<file path="src/rtl/addsub_pkg.sv">
// Shared constants, state encoding and index-width helper for the sequential
// 64-bit adder/subtractor.
package addsub_pkg;

  localparam int DATA_W      = 64;
  localparam int SLICE_W_DEF = 16;
  localparam int NUM_SLICES  = DATA_W / SLICE_W_DEF;

  // Slice-index width for a given slice width; legal slice widths are 8, 16 and 32.
  function automatic int idx_bits(input int slice_w);
    return $clog2(DATA_W / slice_w);
  endfunction

  localparam int IDX_W = idx_bits(SLICE_W_DEF);

  typedef enum logic [1:0] {
    IDLE = 2'd0,
    RUN  = 2'd1,
    DONE = 2'd2
  } state_e;

endpackage

</file>
<file path="src/rtl/seq_addsub_64bit_if.sv">
// Start/done operand and result bundle between a controller and the
// sequential adder/subtractor.
interface seq_addsub_64bit_if;

  logic                           start;
  logic [addsub_pkg::DATA_W-1:0]  a;
  logic [addsub_pkg::DATA_W-1:0]  b;
  logic                           c_in;
  logic                           sub;
  logic                           busy;
  logic                           done;
  logic [addsub_pkg::DATA_W-1:0]  out;
  logic                           c_out;
  logic                           overflow;

  modport master (
    output start, a, b, c_in, sub,
    input  busy, done, out, c_out, overflow
  );

  modport slave (
    input  start, a, b, c_in, sub,
    output busy, done, out, c_out, overflow
  );

endinterface

</file>
<file path="src/rtl/csa_slice.sv">
// One carry-select slice: two ripple adders (carry-in 0 and 1) evaluated in
// parallel, with the real carry-in choosing between them.
module csa_slice #(
  parameter int W = 16
) (
  input  logic [W-1:0] a_i,
  input  logic [W-1:0] b_i,
  input  logic         cin_i,
  output logic [W-1:0] sum_o,
  output logic         cout_o,
  output logic         c_msb_o
);

  logic [W-1:0] sum0, sum1;
  logic         cout0, cout1;
  logic         cmsb0, cmsb1;
  logic         c0, c1;

  // Both ripple chains share the loop; c0/c1 carry the running carry of each.
  always_comb begin
    // NOTE: every variable gets a value before any branch, so no latch is inferred.
    sum0  = '0;
    sum1  = '0;
    cmsb0 = 1'b0;
    cmsb1 = 1'b0;
    c0    = 1'b0;
    c1    = 1'b1;
    for (int i = 0; i < W; i++) begin
      if (i == W - 1) begin
        cmsb0 = c0;
        cmsb1 = c1;
      end
      sum0[i] = a_i[i] ^ b_i[i] ^ c0;
      c0      = (a_i[i] & b_i[i]) | (c0 & (a_i[i] ^ b_i[i]));
      sum1[i] = a_i[i] ^ b_i[i] ^ c1;
      c1      = (a_i[i] & b_i[i]) | (c1 & (a_i[i] ^ b_i[i]));
    end
    cout0 = c0;
    cout1 = c1;
  end

  assign sum_o   = cin_i ? sum1  : sum0;
  assign cout_o  = cin_i ? cout1 : cout0;
  assign c_msb_o = cin_i ? cmsb1 : cmsb0;

endmodule

</file>
<file path="src/rtl/seq_addsub_64bit.sv">
// Multi-cycle 64-bit adder/subtractor: one carry-select slice per clock,
// start/done handshake, subtraction as a + ~b + 1.
module seq_addsub_64bit
  import addsub_pkg::*;
#(
  parameter int SLICE_W = SLICE_W_DEF
) (
  input  logic              clk,
  input  logic              rst,
  seq_addsub_64bit_if.slave bus
);

  localparam int N_SLICES  = DATA_W / SLICE_W;
  localparam int IDX_BITS  = idx_bits(SLICE_W);
  localparam int SLICE_LOG = $clog2(SLICE_W);
  localparam logic [IDX_BITS-1:0] IDX_LAST = IDX_BITS'(N_SLICES - 1);

  state_e              state_q, state_d;
  logic [DATA_W-1:0]   a_q, a_d;
  logic [DATA_W-1:0]   b_q, b_d;
  logic                carry_q, carry_d;
  logic [IDX_BITS-1:0] idx_q, idx_d;
  logic [DATA_W-1:0]   out_q, out_d;
  logic                c_out_q, c_out_d;
  logic                ovf_q, ovf_d;

  // Bit offset of the current slice: idx * SLICE_W, built by concatenation.
  logic [IDX_BITS+SLICE_LOG-1:0] lo;
  assign lo = {idx_q, {SLICE_LOG{1'b0}}};

  logic [SLICE_W-1:0] slice_sum;
  logic               slice_cout;
  logic               slice_cmsb;

  csa_slice #(.W(SLICE_W)) u_slice (
    .a_i     (a_q[lo +: SLICE_W]),
    .b_i     (b_q[lo +: SLICE_W]),
    .cin_i   (carry_q),
    .sum_o   (slice_sum),
    .cout_o  (slice_cout),
    .c_msb_o (slice_cmsb)
  );

  always_comb begin
    state_d = state_q;
    a_d     = a_q;
    b_d     = b_q;
    carry_d = carry_q;
    idx_d   = idx_q;
    out_d   = out_q;
    c_out_d = c_out_q;
    ovf_d   = ovf_q;

    unique case (state_q)
      IDLE: begin
        if (bus.start) begin
          a_d     = bus.a;
          b_d     = bus.sub ? ~bus.b : bus.b;
          carry_d = bus.sub ? 1'b1 : bus.c_in;
          idx_d   = '0;
          state_d = RUN;
        end
      end
      RUN: begin
        out_d[lo +: SLICE_W] = slice_sum;
        carry_d              = slice_cout;
        if (idx_q == IDX_LAST) begin
          // The top slice's MSB is bit 63, so its carry-in/out give signed overflow.
          c_out_d = slice_cout;
          ovf_d   = slice_cmsb ^ slice_cout;
          idx_d   = '0;
          state_d = DONE;
        end else begin
          idx_d = idx_q + 1'b1;
        end
      end
      DONE: state_d = IDLE;
      default: state_d = IDLE;
    endcase
  end

  // Reset clears the datapath registers too, so an aborted run leaves no trace.
  always_ff @(posedge clk) begin
    if (rst) begin
      state_q <= IDLE;
      a_q     <= '0;
      b_q     <= '0;
      carry_q <= 1'b0;
      idx_q   <= '0;
      out_q   <= '0;
      c_out_q <= 1'b0;
      ovf_q   <= 1'b0;
    end else begin
      // NOTE: non-blocking assignments keep every register sampling pre-edge values.
      state_q <= state_d;
      a_q     <= a_d;
      b_q     <= b_d;
      carry_q <= carry_d;
      idx_q   <= idx_d;
      out_q   <= out_d;
      c_out_q <= c_out_d;
      ovf_q   <= ovf_d;
    end
  end

  assign bus.busy     = (state_q == RUN);
  assign bus.done     = (state_q == DONE);
  assign bus.out      = out_q;
  assign bus.c_out    = c_out_q;
  assign bus.overflow = ovf_q;

endmodule

</file>
<file path="src/flat_wrapper.sv">
// flat-port wrapper written by rule: the top's interface ports become plain ports
module seq_addsub_64bit_flat import addsub_pkg::*;
#(
  parameter int SLICE_W = SLICE_W_DEF
)
  (clk, rst, bus_start, bus_a, bus_b, bus_c_in, bus_sub, bus_busy, bus_done, bus_out, bus_c_out, bus_overflow);
  seq_addsub_64bit_if bus_i ();
  input  logic clk;
  input  logic rst;
  input wire logic [$bits(bus_i.start)-1:0] bus_start;
  input wire logic [$bits(bus_i.a)-1:0] bus_a;
  input wire logic [$bits(bus_i.b)-1:0] bus_b;
  input wire logic [$bits(bus_i.c_in)-1:0] bus_c_in;
  input wire logic [$bits(bus_i.sub)-1:0] bus_sub;
  output wire logic [$bits(bus_i.busy)-1:0] bus_busy;
  output wire logic [$bits(bus_i.done)-1:0] bus_done;
  output wire logic [$bits(bus_i.out)-1:0] bus_out;
  output wire logic [$bits(bus_i.c_out)-1:0] bus_c_out;
  output wire logic [$bits(bus_i.overflow)-1:0] bus_overflow;
  assign bus_i.start = bus_start;
  assign bus_i.a = bus_a;
  assign bus_i.b = bus_b;
  assign bus_i.c_in = bus_c_in;
  assign bus_i.sub = bus_sub;
  assign bus_busy = bus_i.busy;
  assign bus_done = bus_i.done;
  assign bus_out = bus_i.out;
  assign bus_c_out = bus_i.c_out;
  assign bus_overflow = bus_i.overflow;
  seq_addsub_64bit #(.SLICE_W(SLICE_W)) u_core (.clk(clk), .rst(rst), .bus(bus_i));
endmodule
</file>
<file path="config.mk">
export PLATFORM = sky130hd
export DESIGN_NAME = seq_addsub_64bit_flat
export DESIGN_NICKNAME = d
export VERILOG_FILES = /design/src/rtl/addsub_pkg.sv /design/src/rtl/seq_addsub_64bit_if.sv /design/src/rtl/csa_slice.sv /design/src/rtl/seq_addsub_64bit.sv /design/src/flat_wrapper.sv
export SDC_FILE = /design/constraint.sdc
export NUM_CORES = 1
export LEC_CHECK = 0
export CAP_MARGIN = 10
export CORE_MARGIN = 3
export CORE_UTILIZATION = 45
export CTS_CLUSTER_DIAMETER = 30
export DETAILED_ROUTE_END_ITERATION = 8
export MAX_ROUTING_LAYER = met4
export PLACE_DENSITY = 0.73
export SYNTH_ARGS = -nofsm -noshare
export SYNTH_HDL_FRONTEND = slang
export SYNTH_SLANG_ARGS = --single-unit
</file>
<file path="constraint.sdc">
create_clock -name clk -period 8.73 [get_ports clk]
set_input_delay 0.873 -clock clk [delete_from_list [all_inputs] [get_ports clk]]
set_output_delay 0.873 -clock clk [all_outputs]
set_load 0.02 [all_outputs]
</file>
==> results.json <==
{
  "status": "completed",
  "final_common_cell": "clkdlybuf4s50_1",
  "cp_data_required_time_ns": 9.06,
  "cts_max_level": 4,
  "end_kind": "flop",
  "syn_nets": 1012,
  "via_per_inst": 5.178,
  "finalCritPeriodShare_pct": 81.28,
  "path_clk_slew_ns": 0.07,
  "seqPwrFrac_pct": 45.1,
  "antenna_found_initial": 0,
  "p_sw_mw": 0.5549,
  "grt_pass1_wl_mm": 34.04,
  "gr-total-overflow": 0,
  "syn_avg_cell_area_sq_um": 10.13,
  "insertedDiodeCount": 0,
  "slowest_delay_ns": 0.70,
  "netlist_area_sq_mm": 0.008671,
  "path_buf_inv": 7,
  "crit_path_start_kind": "flop",
  "finalMaxSlewViolations": 0,
  "pwr-share-comb_pct": 15.5,
  "synthCells": 856,
  "io_pins": 201,
  "whs_ns": 0.4542,
  "hp-class": "reg2reg",
  "clk_latency_ns": 0.43,
  "cts_buffers": 17,
  "hold_violations": 0,
  "switching_share_pct": 25.22,
  "worstPathMaxFanout": 21,
  "start_util_pct": 46.05,
  "ir_drop_v": 0.0001378,
  "cp_common_cell": "fa_1",
  "grt_pass1_vias": 6403,
  "cts_tree": "done",
  "dieArea_sq_mm": 0.02097,
  "io_buffers": 200,
  "vias": 6638,
  "p_clk_share_pct": 39.5,
  "drtIter0Drc": 399,
  "p_leak_nw": 4.062,
  "worst_pin_slew_ns": 1.024,
  "powerDensity_mw_per_mm2": 195.0,
  "synth_seq_area_share_pct": 45.95,
  "gp_congestion": 0.8111,
  "nets": 1165,
  "layout_common_cells": "clkdlybuf4s50_1, dfxtp_1, nand2_1",
  "ys_ff_latch": 199,
  "cpLargestDelayFamily": "adder cells",
  "cts_resized": 0,
  "hpwl_mm": 15.90,
  "core-area_sq_mm": 0.01883,
  "num_rows": 50,
  "drcViolationCount": 0,
  "setup_tns_ns": 0,
  "crit_arrival_ns": 7.42,
  "drive_gt1_share_pct": 8.121,
  "drt_first_pass_iters": 5,
  "synth_cell_type_count": 37,
  "wl_per_cell_microns": 17.31,
  "crit_path_top_delay_cell": "dfxtp_2",
  "grt_usage_pct": 21.60,
  "met1Wirelength_mm": 9.783,
  "cts_hold_buffers": 0,
  "internal-power_mw": 1.645,
  "rsz0062_at_grt": "false",
  "yosysWarningCount": 0,
  "finalCoreUtilization_pct": 59.89,
  "p_total_mw": 2.200,
  "crit_type": "reg2reg",
  "wirelength_mm": 22.19,
  "syn2layout_area_growth_pct": 30.07,
  "dr_wl_met3_mm": 1.275,
  "die_x_microns": 144.8,
  "routed-wl-met2_mm": 10.70,
  "post_cts_buffers": 0,
  "cts-root-buf": "clkbuf_16",
  "cts.sinks": 199,
  "die_h_microns": 144.8,
  "slew_headroom_pct": 31.75,
  "clock_skew_ns": 0.007648,
  "period_needed_ns": 7.095,
  "fmax_mhz": 140.9,
  "maxCapViolations": 0,
  "setup-violations-final": 0,
  "clockBufferDepth": 2,
  "top_layer": "met4",
  "antenna_left": 0,
  "grt_max_degree": 114
}
## registers in the layout, summed over array words and instances (netlist names)
name and count:
u_core.bus.overflow 1, u_core.bus.c_out 1, u_core.state_q 2, u_core.b_q 64, u_core.bus.out 64, u_core.idx_q 2, u_core.carry_q 1, u_core.a_q 64
## cell families (layout without fill, tap and decap cells)
family                   count (synthesis)  in the layout  share of synthesized area (%)
flip-flops                             199            199                          45.95
buffers and inverters                   99            265                          6.162
AND/OR/NAND/NOR                        232            232                          11.17
adder cells (fa/ha/maj)                 23             23                          4.618
XOR/XNOR                                66             66                          6.667
AO/OA/AOI/OAI                          204            204                          17.01
multiplexers                            33             33                          8.427
## worst reg2reg max path, cell delays in order, from the launching register on
cell and delay (ns):
dfxtp_2 0.70, mux4_2 0.60, ha_1 0.19, o21ai_0 0.22
fa_1 0.23, fa_1 0.17, inv_1 0.05, fa_1 0.38
fa_1 0.37, inv_1 0.07, fa_1 0.17, fa_1 0.18
fa_1 0.17, inv_1 0.05, fa_1 0.38, fa_1 0.37
inv_1 0.08, fa_1 0.16, inv_1 0.05, fa_1 0.37
inv_1 0.08, fa_1 0.20, inv_1 0.06, fa_1 0.37
fa_1 0.43, fa_1 0.44, nor2b_1 0.17, a22o_1 0.27
## area by class of cell
cell class              count  area (sq um)
clock buffers              19         442.9
clock inverters            13         215.2
repair buffers            207          2049
well taps                 260         325.3
fillers                  1592          7552
flip-flops and latches    199          3986
inverters                  26         100.1
multi-input cells         558          4159
## power groups by stage
stage	logic, mW	registers, mW	clock network [mW]
floorplan	0.215	1.00	0
global placement	0.339	1.01	0
detailed placement	0.341	1.01	0
CTS	0.342	0.991	0.879
global route	0.373	0.997	0.914
finish	0.341	0.991	0.868
## synth_stat cells, drive strengths merged
library cell,n,area (sq um)
a22o,64,560.5
nor2b,9,56.30
xnor2,65,569.3
nor3b,1,12.51
and3b,1,8.760
buf,59,381.6
nor4bb,1,16.27
a31oi,1,6.260
ha,8,100.1
a21oi,70,395.4
mux4,32,720.7
nand4bb,1,11.26
nand4b,1,8.760
or3b,1,8.760
dfxtp,199,3984
o21ai,2,10.01
nand3,1,5.000
and3,2,12.51
o31ai,1,7.510
o21a,2,15.01
nor2,78,292.8
clkbuf,14,52.55
fa,15,300.3
nand3b,1,7.510
inv,26,100.1
mux2i,1,10.01
nand2b,1,13.76
xor2,1,8.760
nand2,131,491.7
nor4b,2,17.52
a211oi,64,480.5
nor3,1,5.000
## worst paths after layout
path | end | slack, ns | from | depth (start not counted)
hold reg to reg | u_core.a_q[46] | 0.45 | u_core.a_q[46] | 2
hold / removal | u_core.a_q[46] | 0.45 | u_core.a_q[46] | 2
setup reg to reg | u_core.bus.out[47] | 1.63 | u_core.idx_q[1] | 27
setup / recovery | u_core.bus.out[47] | 1.63 | u_core.idx_q[1] | 27
## layer usage
metal / global-route usage, % / up-vias
li1: - / 3280
met5: - / -
met1: 28.01 / 3096
met3: 4.305 / 28
met4: 6.284 / 0
met2: 34.51 / 234
## stage by stage
stage	instance area, sq um	setup slack, ns	cells
global placement	10620	1.815	1250
CTS	11280	1.621	1282
detailed placement	10620	1.721	1250
global route	11280	1.207	1282
floorplan	8671	2.238	856
finish	11280	1.635	1282
Power figures use the tool's default switching activity.
